===== src/rtl/mem_stage.sv =====
// mem_stage: memory stage of the 16-bit pipelined core, between EX/MEM and MEM/WB.
//
// Non-memory instructions pass through to write-back in one cycle. Loads and stores
// issue a registered req/ack access to data memory and stall upstream until the
// access completes, then write back the load data (or the store address for stores).
//
// Ports:
//   clk, rst_n                 clock, asynchronous active-low reset
//   ex_valid .. ex_wr_reg      instruction from EX (ALU result, store data, control)
//   stall                      EX inputs held, not consumed this cycle
//   mem_req/we/addr/wdata      registered request to data memory
//   mem_rdata, mem_ack         memory response
//   wb_valid/data/reg_wr/wr_reg MEM/WB register, valid for one cycle per instruction
//   mem_err                    sticky access-timeout flag
//
// Optional feature: define MEM_TIMEOUT_EN to abort an access after TIMEOUT cycles
// without mem_ack. Without it the stage waits indefinitely and mem_err is tied 0.

module mem_stage #(
    parameter int unsigned DATA_W  = 16,
    parameter int unsigned REG_W   = 4,
    parameter int unsigned TIMEOUT = 255
) (
    input  logic              clk,
    input  logic              rst_n,
    input  logic              ex_valid,
    input  logic [DATA_W-1:0] ex_dst,
    input  logic [DATA_W-1:0] ex_st_data,
    input  logic              ex_mem_rd,
    input  logic              ex_mem_wr,
    input  logic              ex_reg_wr,
    input  logic [REG_W-1:0]  ex_wr_reg,
    output logic              stall,
    output logic              mem_req,
    output logic              mem_we,
    output logic [DATA_W-1:0] mem_addr,
    output logic [DATA_W-1:0] mem_wdata,
    input  logic [DATA_W-1:0] mem_rdata,
    input  logic              mem_ack,
    output logic              wb_valid,
    output logic [DATA_W-1:0] wb_data,
    output logic              wb_reg_wr,
    output logic [REG_W-1:0]  wb_wr_reg,
    output logic              mem_err
);

    typedef enum logic {StIdle, StAccess} state_t;

    state_t             state;
    logic               lat_reg_wr;
    logic [REG_W-1:0]   lat_wr_reg;

`ifdef MEM_TIMEOUT_EN
    localparam int unsigned CntW = ($clog2(TIMEOUT + 1) > 8) ? $clog2(TIMEOUT + 1) : 8;
    logic [CntW-1:0] wait_cnt;
`else
    assign mem_err = 1'b0;
`endif

    // Purely state-derived: no combinational path from ex_* or mem_ack.
    assign stall = (state == StAccess);

    always_ff @(posedge clk or negedge rst_n) begin
        if (!rst_n) begin
            state      <= StIdle;
            mem_req    <= 1'b0;
            mem_we     <= 1'b0;
            mem_addr   <= '0;
            mem_wdata  <= '0;
            wb_valid   <= 1'b0;
            wb_data    <= '0;
            wb_reg_wr  <= 1'b0;
            wb_wr_reg  <= '0;
            lat_reg_wr <= 1'b0;
            lat_wr_reg <= '0;
`ifdef MEM_TIMEOUT_EN
            wait_cnt   <= '0;
            mem_err    <= 1'b0;
`endif
        end else begin
            // MEM/WB slot is a one-cycle pulse unless refilled below.
            wb_valid  <= 1'b0;
            wb_reg_wr <= 1'b0;
            unique case (state)
                StIdle: begin
                    if (ex_valid) begin
                        if (ex_mem_rd || ex_mem_wr) begin
                            mem_req    <= 1'b1;
                            mem_we     <= ex_mem_wr;  // rd+wr together acts as a store
                            mem_addr   <= ex_dst;
                            mem_wdata  <= ex_st_data;
                            lat_reg_wr <= ex_reg_wr;
                            lat_wr_reg <= ex_wr_reg;
                            state      <= StAccess;
`ifdef MEM_TIMEOUT_EN
                            wait_cnt   <= '0;
`endif
                        end else begin
                            wb_valid  <= 1'b1;
                            wb_data   <= ex_dst;
                            wb_reg_wr <= ex_reg_wr;
                            wb_wr_reg <= ex_wr_reg;
                        end
                    end
                end
                StAccess: begin
                    // Ack takes priority over a timeout in the same cycle.
                    if (mem_ack) begin
                        mem_req   <= 1'b0;
                        state     <= StIdle;
                        wb_valid  <= 1'b1;
                        wb_data   <= mem_we ? mem_addr : mem_rdata;
                        wb_reg_wr <= mem_we ? 1'b0 : lat_reg_wr;
                        wb_wr_reg <= lat_wr_reg;
                    end
`ifdef MEM_TIMEOUT_EN
                    else if (wait_cnt == CntW'(TIMEOUT - 1)) begin
                        mem_req   <= 1'b0;
                        state     <= StIdle;
                        wb_valid  <= 1'b1;
                        wb_data   <= mem_addr;
                        wb_reg_wr <= 1'b0;
                        wb_wr_reg <= lat_wr_reg;
                        mem_err   <= 1'b1;
                    end else begin
                        wait_cnt <= wait_cnt + CntW'(1);
                    end
`endif
                end
                default: state <= StIdle;
            endcase
        end
    end

endmodule


===== config.mk =====
export PLATFORM = sky130hd
export DESIGN_NAME = mem_stage
export DESIGN_NICKNAME = d
export VERILOG_FILES = /design/src/rtl/mem_stage.sv
export SDC_FILE = /design/constraint.sdc
export NUM_CORES = 1
export LEC_CHECK = 0
export ABC_AREA = 1
export ABC_CLOCK_PERIOD_IN_PS = 2900
export BUFFER_PORTS_ARGS = -buffer_cell sky130_fd_sc_hd__buf_2
export CAP_MARGIN = 20
export CORE_MARGIN = 8
export CORE_UTILIZATION = 40
export CTS_CLUSTER_SIZE = 14
export DETAILED_ROUTE_END_ITERATION = 10
export PLACE_DENSITY = 0.75
export SYNTH_ARGS = -nofsm -noshare
export SYNTH_HDL_FRONTEND = slang
export SYNTH_SLANG_ARGS = --single-unit

===== constraint.sdc =====
create_clock -name clk -period 2.9 [get_ports clk]
set_input_delay 0.29 -clock clk [delete_from_list [all_inputs] [get_ports clk]]
set_output_delay 0.29 -clock clk [all_outputs]
set_load 0.01 [all_outputs]

# Word level (Yosys, flattened, before mapping)
# Cells that the tools add are included.
[word_totals] latch_bits=0 out_inout_bits=58 mem_bits_rw=0 n_memories=0 ff_bits=62 mem_bits_ro=0 inputBits=59
[op_classes] n_addsub=0 div=0 n_mul=0 reduce_logical=4 magnitude_cmp=0 bitwise=1 mux=26 eq_ne=4 n_shift=0
[ops] op="$mux 16" count=4
[ops] op="$pmux 16 s2" count=1
[ops] op="$mux 1" count=13
[ops] op="$mux 4" count=3
[ops] op="$reduce_and 3->1" count=3
[ops] op="$ne 2x2->1 const B" count=4
[ops] op="$pmux 1 s2" count=4
[ops] op="$pmux 4 s2" count=1
[ops] op="$logic_or 1x1->1" count=1
[ops] op="$not 1->1" count=1

# Logic depth before layout (Yosys ltp)
[depth] depth_word=4 mapped_depth=8

# Worst setup path before layout
# OpenSTA, ideal clock, no wires.
[synth_timing] path_type="register -> register" startpoint="register state, in the netlist stall" endpoint="register mem_addr[0]" setup_slack_ps=1656 path_stages_with_launch=8 setup_time_ps=130 path_buffers=3 arrival_ps=1113 path_cell_list="dfrtp_1 -> buf_6 -> nor2_8 -> o21ai_2 -> buf_6 -> buf_6 -> nand2_1 -> o21ai_1"
[synth_between] elab_chain_len=2
[synth_rtl] element="start: declaration" line="49" text="state_t state;"
[synth_rtl] element="start signal: assignment" line="65" text="state <= StIdle;"
[synth_rtl] element="start signal: assignment" line="94" text="state <= StAccess;"
[synth_rtl] element="start signal: assignment" line="110" text="state <= StIdle;"
[synth_rtl] element="$not 1->1 (no line)"
[synth_rtl] element="$reduce_and 3->1 (no line)"
[synth_rtl] element="end signal: assignment" line="90" text="mem_addr <= ex_dst;"
[synth_rtl] element="end: declaration" line="36" text="output logic [DATA_W-1:0] mem_addr,"
# Every way passes these cells.
# A chain may end at the register's enable or synchronous reset.

# Worst setup path after layout
[layout_timing] startpoint="register state, in the netlist stall" endpoint="register wb_data[15]"
[layout_between] elab_chain_len=3 word_cells_on_any_way=6 classes_between="eq/ne (3); mux (1); bitwise (1); reduce/logical (1)"
[layout_rtl] element="$not 1->1 (no line)"
[layout_rtl] element="$ne 2x2->1 (no line)"
[layout_rtl] element="$reduce_and 3->1 (no line)"
[layout_rtl] element="end signal: assignment" line="100" text="wb_data <= ex_dst;"
[layout_rtl] element="end signal: assignment" line="112" text="wb_data <= mem_we ? mem_addr : mem_rdata;"
[layout_rtl] element="end: declaration" line="41" text="output logic [DATA_W-1:0] wb_data,"
# Several ways; a longest one is shown, not always the timed one.

==> impl_metrics.env <==
export IMPL_maxClockFrequency_ghz=0.522
export IMPL_grt_util_met3=0.0565
export IMPL_cts_made_buffers=9
export IMPL_io_buffer_count=115
export IMPL_post_layout_total_power_w=0.00281
export IMPL_synthesis_area_per_instance_sq_um=7.52
export IMPL_critical_path_endpoint_type="flip-flop"
export IMPL_dpl_instance_area_sq_um=3560
export IMPL_wire_length_of_the_first_global_routing_pass_mm=12.9
export IMPL_clock_skew_final_ns=0.0105
export IMPL_io_pin_count=117
export IMPL_power_density_nw_per_um2=743
export IMPL_timing_critical_path_required_ns=3.12
export IMPL_worst_path_most_repeated_cell="sky130_fd_sc_hd__nand2_1"
export IMPL_layout_worst_path_cycle_share=0.661
export IMPL_via_count=2677
export IMPL_critical_path_class="flip-flop to flip-flop"
export IMPL_dp_cells=592
export IMPL_synthesized_instance_count=393
export IMPL_seqCellArea_sq_um=1550
export IMPL_timing_critical_path_slowest_cell_delay_ns=0.78
export IMPL_grt_start_max_net_pins=35
export IMPL_relative_max_transition_margin=0.402
export IMPL_drv_max_cap_violation_count=0
export IMPL_final_min_clock_period_ns=1.92
export IMPL_layoutNonFillerInstCount=609
export IMPL_cp_max_fo=17
export IMPL_number_of_routed_nets_with_antenna_violations=0
export IMPL_post_cts_hold_buffer_count=1
export IMPL_holdCritPathClass="input pin to flip-flop"
export IMPL_floorplan_initialDensity=0.409
export IMPL_timing_final_max_slew_violations=0
export IMPL_power_leakage_nw=2.32
export IMPL_worstSkewPairLatency_ns=0.34
export IMPL_postCtsSetupBuffers=0
export IMPL_design_die_area_sq_um=10400
export IMPL_grt_util_all_layers=0.159
export IMPL_transition_time_at_the_pin_with_the_least_slew_margin_ns=0.897
export IMPL_dr_pass1_iters=4
export IMPL_ctsLongestPathBuffers=2
export IMPL_cts_resized=0
export IMPL_die_w_um=102
export IMPL_critical_path_slowest_cell="sky130_fd_sc_hd__dfrtp_1"
export IMPL_worst_path_dominant_cell_family="flip-flops"
export IMPL_num_nets_final=564
export IMPL_grt_met1_use=0.177
export IMPL_num_fill_cells=746
export IMPL_multi_input_comb_area_sq_um=1000
export IMPL_post_synth_instance_area_sq_um=2950
export IMPL_clock_tree_from_tritoncts="done"
export IMPL_gr_max_usage_layer="met2"
export IMPL_synth_nets=452
export IMPL_setup_violations_final=0
export IMPL_worstPathCellList="clkinv_1 -> nand2_1 -> nand2_1 -> nand2_1 -> nand2_1"
export IMPL_critical_path_startpoint_type="flip-flop"
export IMPL_peakVddDrop_uv=307
export IMPL_final_hold_viol_count=0
export IMPL_use_met2=0.274
export IMPL_postRouteWirelength_mm=7.87
export IMPL_viasPerCell=4.40
export IMPL_synth_cell_type_count=18
export IMPL_ys_seq_area_frac=0.525
export IMPL_setup_repair_after_global_routing_missed_its_margin="false"
export IMPL_chipHeight_um=102
export IMPL_synth_area_top_cells="sky130_fd_sc_hd__dfrtp_1 53%, sky130_fd_sc_hd__nand2_1 22%, sky130_fd_sc_hd__inv_1 9.0%"
export IMPL_drive_above_1_share=0.271
export IMPL_gp_congestion=0.814
export IMPL_h_tree_depth=3
export IMPL_globalRouteOverflowTotal=0
export IMPL_core_sq_um=7210
export IMPL_clock_root_buffer="sky130_fd_sc_hd__clkbuf_8"
export IMPL_syn_to_final_growth_pct=27.8
export IMPL_path_buf_inv=1
export IMPL_clock_sink_count=62
export IMPL_antenna_found_initial=0
export IMPL_routedWlPerCell_um=12.9
export IMPL_drtIter0Drc=92
export IMPL_dp_final_hpwl_mm=5.91
export IMPL_setup_total_negative_slack_ns=0
export IMPL_synth_top_area_frac=0.525
export IMPL_largestRegisters="mem_addr x16, mem_wdata x16, wb_data x16"
export IMPL_ys_warn_count=0
export IMPL_outcome="finished clean"
export IMPL_cts_reportedPaths_clkPinSlew_ns=0.07
export IMPL_route_detailed_drc=0
export IMPL_placement_rows=31
export IMPL_insertedDiodeCount=0
export IMPL_synth_top_cell_by_area="sky130_fd_sc_hd__dfrtp_1"
export IMPL_number_of_synthesized_register_bits=62
export IMPL_grt_pass1_vias=2909
export IMPL_final_area_sq_um=3780
export IMPL_arrival_ns=2.14
==> worst reg2reg max path, stage by stage, from the launching register on <==
cell,delay [ns]
sky130_fd_sc_hd__dfrtp_1,0.78
sky130_fd_sc_hd__clkinv_1,0.63
sky130_fd_sc_hd__nand2_1,0.20
sky130_fd_sc_hd__nand2_1,0.07
sky130_fd_sc_hd__nand2_1,0.05
sky130_fd_sc_hd__nand2_1,0.07
==> synthesized netlist by cell type (all sizes together) <==
master	n
clkbuf	1
nor2	2
conb	1
buf	19
nand2	173
a21oi	1
clkinv	1
nand3	17
o21ai	44
dfrtp	62
inv	72
==> where the power goes <==
part	internal (W)	total, W	leakage (nW)	switching (W)
clock network	0.000443	0.000774	0.0996	0.000331
registers	0.00108	0.00123	0.770	0.000154
logic	0.000324	0.000801	1.46	0.000477
==> worst paths after layout <==
path | start | to | slack (ns) | cells after the start
max in group asynchronous | rst_n | mem_addr[1] | 1.72 | 3
worst min-delay path | mem_ack | stall | 0.15 | 2
worst max-delay path | stall | wb_data[15] | 0.98 | 5
worst max register to register | stall | wb_data[15] | 0.98 | 5
worst min register to register | wb_wr_reg[0] | wb_wr_reg[0] | 0.47 | 2
min in group asynchronous | rst_n | mem_addr[8] | 0.49 | 2
==> routing by layer <==
layer  part of all wire  up-vias  routed length (um)
li1                   -     1380                   -
met1               0.42     1198                3330
met2               0.48       92                3770
met3              0.088        7                 691
met4              0.010        0                  80
met5                  0        -                   0
==> cell families after synthesis <==
kind of cell	share of synthesized area
simple gates	0.257
flops	0.525
buf+inv	0.138
compound gates	0.0788
other cells	0.00127
==> cell usage in the layout (no fill, tap or decap), drive strengths merged, types with 2 or more instances in the layout <==
cell type and n:
nand3 17, nand2 173, nor2 2, dfrtp 62
o21ai 44, clkbuf 13, clkinv 2, buf 120
inv 72
==> metrics by stage <==
step           hold slack, ns  utilization  setup slack, ns
2_1_floorplan        -0.00559            -             1.66
3_3_place_gp            0.336        0.494             1.02
3_5_place_dp            0.340        0.494            0.991
4_1_cts                 0.139        0.523            0.970
5_1_grt                 0.167        0.523            0.713
6_report                0.154        0.523            0.984
==> final cells by class <==
cell class              instances  share of cell area
clock buffers                  13              0.0421
clock inverters                 3              0.0113
inverters                      73              0.0726
multi-input cells             238               0.265
flip-flops and latches         62               0.411
well taps                      99              0.0328
repair buffers                121               0.165
Power figures use the tool's default switching activity.
